File: config.mk
export PLATFORM = sky130hd
export DESIGN_NAME = pc_fetch_ctrl
export DESIGN_NICKNAME = d
export VERILOG_FILES = /design/src/rtl/pc_fetch_ctrl.sv
export SDC_FILE = /design/constraint.sdc
export NUM_CORES = 1
export LEC_CHECK = 0
export CAP_MARGIN = 20
export CORE_ASPECT_RATIO = 1.1
export CORE_UTILIZATION = 30
export CTS_CLUSTER_SIZE = 8
export DETAILED_ROUTE_END_ITERATION = 10
export PLACE_DENSITY_LB_ADDON = 0.15
export SETUP_SLACK_MARGIN = 0.1
export SYNTH_ARGS = -nofsm -noshare
export SYNTH_HDL_FRONTEND = slang
export SYNTH_SLANG_ARGS = --single-unit
File: constraint.sdc
create_clock -name clk -period 5.24 [get_ports clk]
set_input_delay 1.048 -clock clk [delete_from_list [all_inputs] [get_ports clk]]
set_output_delay 1.048 -clock clk [all_outputs]
set_load 0.005 [all_outputs]
File: src/rtl/pc_fetch_ctrl.sv
// PC and fetch control: drives the instruction-memory request, hands fetched PCs to IF/ID,
// and redirects/flushes on taken branches and jumps resolved in EX (static not-taken).
module pc_fetch_ctrl #(
   parameter logic [31:0] RESET_PC = 32'h0000_0000,
   parameter logic [31:0] TRAP_VEC = 32'h0000_0100
) (
   input  logic        clk,
   input  logic        rst,
   input  logic        stall,
   input  logic        ex_valid,
   input  logic        ex_is_branch,
   input  logic        ex_is_jump,
   input  logic        ex_branch_cond,
   input  logic [31:0] ex_target,
   output logic        imem_req_valid,
   output logic [31:0] imem_req_addr,
   input  logic        imem_req_ready,
   output logic        if_valid,
   output logic [31:0] if_pc,
   output logic        flush_if_id,
   output logic        flush_id_ex,
   output logic        trap_misalign,
   output logic [31:0] redirect_cnt
);

   localparam logic [1:0] ST_BOOT   = 2'd0;
   localparam logic [1:0] ST_RUN    = 2'd1;
   localparam logic [1:0] ST_FROZEN = 2'd2;

   logic [1:0]  state_q, state_d;
   logic [31:0] pc_q, pc_d;
   logic [31:0] if_pc_q, if_pc_d;
   logic        if_valid_q, if_valid_d;
   logic [31:0] redirect_cnt_q, redirect_cnt_d;

   logic taken, redirect, misalign, accept;

   // A jump overrides the branch condition when both type bits are set.
   assign taken    = ex_valid & (ex_is_jump | (ex_is_branch & ex_branch_cond));
   assign redirect = taken & ~rst & (state_q != ST_BOOT);
   assign misalign = redirect & (ex_target[1:0] != 2'b00);
   assign accept   = imem_req_valid & imem_req_ready;

   assign imem_req_valid = (state_q == ST_RUN);
   assign imem_req_addr  = pc_q;
   assign if_valid       = if_valid_q;
   assign if_pc          = if_pc_q;
   assign flush_if_id    = redirect;
   assign flush_id_ex    = redirect;
   assign trap_misalign  = misalign;
   assign redirect_cnt   = redirect_cnt_q;

   always_comb begin
      state_d        = state_q;
      pc_d           = pc_q;
      if_pc_d        = if_pc_q;
      if_valid_d     = if_valid_q;
      redirect_cnt_d = redirect_cnt_q;
      if (state_q == ST_BOOT) begin
         state_d = ST_RUN;
      end else if (redirect) begin
         // Any same-cycle accept is squashed: its pc+4 and IF/ID update are dropped.
         state_d    = ST_RUN;
         if_valid_d = 1'b0;
         if (misalign) begin
            pc_d = TRAP_VEC;
         end else begin
            pc_d           = ex_target;
            redirect_cnt_d = redirect_cnt_q + 32'd1;
         end
      end else if (stall) begin
         state_d = ST_FROZEN;
      end else if (state_q == ST_RUN) begin
         if (accept) begin
            pc_d       = pc_q + 32'd4;
            if_pc_d    = pc_q;
            if_valid_d = 1'b1;
         end else begin
            if_valid_d = 1'b0;
         end
      end else begin
         state_d = ST_RUN;
      end
   end

   always_ff @(posedge clk) begin
      if (rst) begin
         state_q        <= ST_BOOT;
         pc_q           <= RESET_PC;
         if_pc_q        <= 32'd0;
         if_valid_q     <= 1'b0;
         redirect_cnt_q <= 32'd0;
      end else begin
         state_q        <= state_d;
         pc_q           <= pc_d;
         if_pc_q        <= if_pc_d;
         if_valid_q     <= if_valid_d;
         redirect_cnt_q <= redirect_cnt_d;
      end
   end

endmodule

Word-level counts from Yosys, hierarchy flattened
Index checks and enable logic that the tools add are counted.
Word-level totals
  logic and storage cells: 47
  output and inout port bits: 101
  bits in registers: 99
Cells by class
  multiplexer cells: 13
  reductions and logical operators: 10
  bitwise gates (word level): 12
  add/sub/neg operators: 2
  eq/ne operators: 4
Operators with widths (count)
  $mux 32: 5
  $add 32x1->32 const B: 1
  $add 32x3->32 const B: 1
  $reduce_bool 2->1: 4
  $and 1x1->1: 6
  $mux 1: 6
  $reduce_and 3->1: 2
  $not 1->1: 5
  $reduce_and 5->1: 1
  $mux 2: 2
  $ne 4x2->1 const B: 1
  $reduce_and 4->1: 1
  $reduce_or 3->1: 1
  $eq 2x1->1 const B: 1
  $logic_not 2->1: 1
  $ne 2x1->1 const B: 1
  $ne 2x2->1 const B: 1
  $or 1x1->1: 1

Depth between registers and ports, before layout
  depth in word-level cells: 8
  gate-level depth with buffers: 8
  mapped depth without buffers: 6

Worst setup path before layout
Ideal clock, no wire load.
  path kind: input to output
  from: input rst
  to: output flush_if_id
  cell stages on the path: 6
  arrival time: 2.017 ns
  setup slack: 2.175 ns
  data required time: 4.192 ns
  cells stage by stage: clkbuf_8 > nor2b_1 > nand3_1 > inv_1 > clkbuf_1 > buf_4
Between the ends
  longest elaborated chain between the ends: 3
Ends and longest elaborated chain
  start, declared: line 8  | input logic rst,
  $not 1->1: line 40  | assign redirect = taken & ~rst & (state_q != ST_BOOT);
  $and 1x1->1 (2 in a row): line 40
  end, declared: line 20  | output logic flush_if_id,
No other way between the ends.

Worst setup path after layout
  from: input ex_valid
  to: output flush_id_ex
Between the ends
  longest elaborated chain between the ends: 3
Ends and longest elaborated chain
  start, declared: line 10  | input logic ex_valid,
  $and 1x1->1: line 39  | assign taken = ex_valid & (ex_is_jump | (ex_is_branch & ex_branch_cond));
  $and 1x1->1 (2 in a row): line 40
  end, declared: line 21  | output logic flush_id_ex,
No other way between the ends.

==> results.json <==
{
  "final_max_slew_viol_count": 0,
  "fp.dieH_microns": 135.4,
  "die-area_sq_mm": 0.01668,
  "die_x_microns": 123.2,
  "synth_area_leader_cell": "dfxtp_1",
  "final_area_sq_mm": 0.006643,
  "worstPathMaxFanout": 7,
  "drt_iter0_drc": 311,
  "path_class": "input port to output pin",
  "dr_wl_met3_microns": 910,
  "std_cell_rows": 48,
  "wl_microns": 15810,
  "ff2ff_setup_slack_ps": 2740,
  "placed_area_sq_mm": 0.006332,
  "n_fill_cell": 1572,
  "n_antenna_cell": 0,
  "yosys_most_used_dff": "dfxtp_1",
  "finalPower_mw": 1.601,
  "grt-ovfl-total": 0,
  "rsz0062_at_grt": "no",
  "first_pass_iters": 4,
  "hold_viol_final": 0,
  "clock_path_buffers": 2,
  "outcome": "complete, no violations",
  "cts_hold_buf": 0,
  "fin_crit_ps": 3970,
  "antenna_found_initial": 0,
  "yosysSeqAreaShare_pct": 40.86,
  "initial_utilization_pct": 30.83,
  "port-buffer-count": 140,
  "max_slew_margin_pct": 28.89,
  "gp_congestion": 0.8401,
  "met2_length_microns": 7614,
  "ys_ff_latch": 99,
  "syn_inst": 599,
  "ctsResizeCount": 0,
  "yosys.area.top_type_share_pct": 40.86,
  "path_clk_slew_ps": 60,
  "ios": 141,
  "peakVddDrop_mv": 0.1518,
  "syn_avg_cell_area_sq_um": 8.098,
  "grt_start_max_net_pins": 82,
  "utilization_pct": 42.22,
  "cts-htree-levels": 3,
  "dp_hpwl_microns": 10930,
  "powerDensity_mw_per_mm2": 241.0,
  "max_freq_mhz": 251.9,
  "numClockSinks": 99,
  "tns_ps": 0,
  "netlist_area_sq_mm": 0.004851,
  "synth_warnings": 0,
  "multi_input_area_sq_mm": 0.002633,
  "clock_skew_ps": 6.089,
  "synthToLayoutAreaGrowth_pct": 36.94,
  "regArea_sq_mm": 0.001982,
  "num_vias": 4976,
  "worstPathArrival_ps": 2920,
  "power_leakage_nw": 2.070,
  "crit_path_start_kind": "input port",
  "finalNetCount": 758,
  "top_layer": "met4",
  "groute.usage.overall_pct": 19.12,
  "maxCapViolCount": 0,
  "synth.area.top_cells": "dfxtp_1 (41%), nand2_1 (8.3%), a21oi_1 (6.5%)",
  "vias_per_cell": 5.409,
  "cts_tree": "yes",
  "ant_nets": 0,
  "drc": 0,
  "syn_nets": 641,
  "cts-root-buf": "clkbuf_16",
  "coreArea_sq_mm": 0.01574,
  "synth_edf_count": 0,
  "min_period_over_period_pct": 75.76,
  "post_cts_buffers": 0,
  "min_path_type": "register to register",
  "async_flop_share_pct": 0,
  "grt_pass1_vias": 4613,
  "whs_ps": 453.6,
  "critical_path_required_ps": 4190,
  "cts_made_buffers": 9,
  "synth_cell_types": 67,
  "mostFrequentLayoutCells": "clkdlybuf4s50_1 (139), nand2_1 (107), dfxtp_1 (99)",
  "cp-end-kind": "output pin",
  "met1_length_microns": 6973,
  "grt_pass1_wl_microns": 24600,
  "final_layout_size_suffix_gt1_share_pct": 6.250,
  "worst_slew_pin_slew_ps": 1063,
  "clock_latency_ps": 350,
  "setup_viol": 0,
  "final_common_cell": "clkdlybuf4s50_1",
  "post_drt_wl_per_cell_microns": 17.18
}
-- through the flow --
step | cells | setup slack, ps
5_1_grt | 920 | 1175
3_3_place_gp | 904 | 1298
2_1_floorplan | 599 | 2175
3_5_place_dp | 904 | 1309
4_1_cts | 919 | 1288
6_report | 920 | 1270
-- state kept, by name, summed over array words and instances, names as in the netlist --
name	cells
if_pc	32
imem_req_addr	32
redirect_cnt	32
state_q	2
if_valid	1
-- layout make-up --
cell class	count	share of cell area, %
multi-input combinational	453	39.63
sequential	99	29.84
timing repair buffer	148	21.93
clock buffer	11	3.805
tap	200	3.767
clock inverter	4	0.7534
inverter	5	0.2825
-- kinds of logic (layout without fill, tap and decap cells) --
group	count (synthesis)	after routing	synth area share, %
and+or+nand+nor	273	273	29.25
AOI/OAI and AO/OA	159	159	20.74
DFF	99	99	40.86
buffers and inverters	47	168	5.081
xor gates and xnor gates	14	14	2.528
muxes	5	5	1.032
adders and majority gates	2	2	0.5158
-- layer usage --
layer / up-vias / track usage (%)
met4: 0 / 6.961
met3: 21 / 3.830
met1: 2371 / 24.09
met2: 156 / 32.00
met5: - / 0
li1: 2428 / -
-- worst max-delay path: stages --
cell and delay (ps):
clkdlybuf4s50_1 540, nor2b_1 250, nand3_1 170, inv_1 320, clkdlybuf4s50_1 580
-- synthesized netlist by cell type (all sizes together), types with 13 or more instances --
cell      n
nand3    31
or3      14
nor2     38
dfxtp    99
nand4    22
clkbuf   26
a21oi    63
buf      15
nand2   107
o31ai    13
o21ai    30
-- where the power goes --
group	total [mW]	leakage (nW)	switching (mW)	internal [mW]
sequential	0.782	0.799	0.0195	0.762
clock	0.685	0.144	0.292	0.393
combinational	0.134	1.13	0.0676	0.0665
-- final timing paths --
path                                    endpoint                     startpoint  depth (start not counted)
setup / recovery                     flush_id_ex                       ex_valid                          5
hold / removal             if_pc[6]$_SDFFE_PP0P_          if_pc[6]$_SDFFE_PP0P_                          2
setup reg to reg  imem_req_addr[20]$_SDFFE_PP0P_  imem_req_addr[2]$_SDFFE_PP0P_                          6
hold reg to reg            if_pc[6]$_SDFFE_PP0P_          if_pc[6]$_SDFFE_PP0P_                          2
No activity file was read; power rests on OpenSTA's default activity.
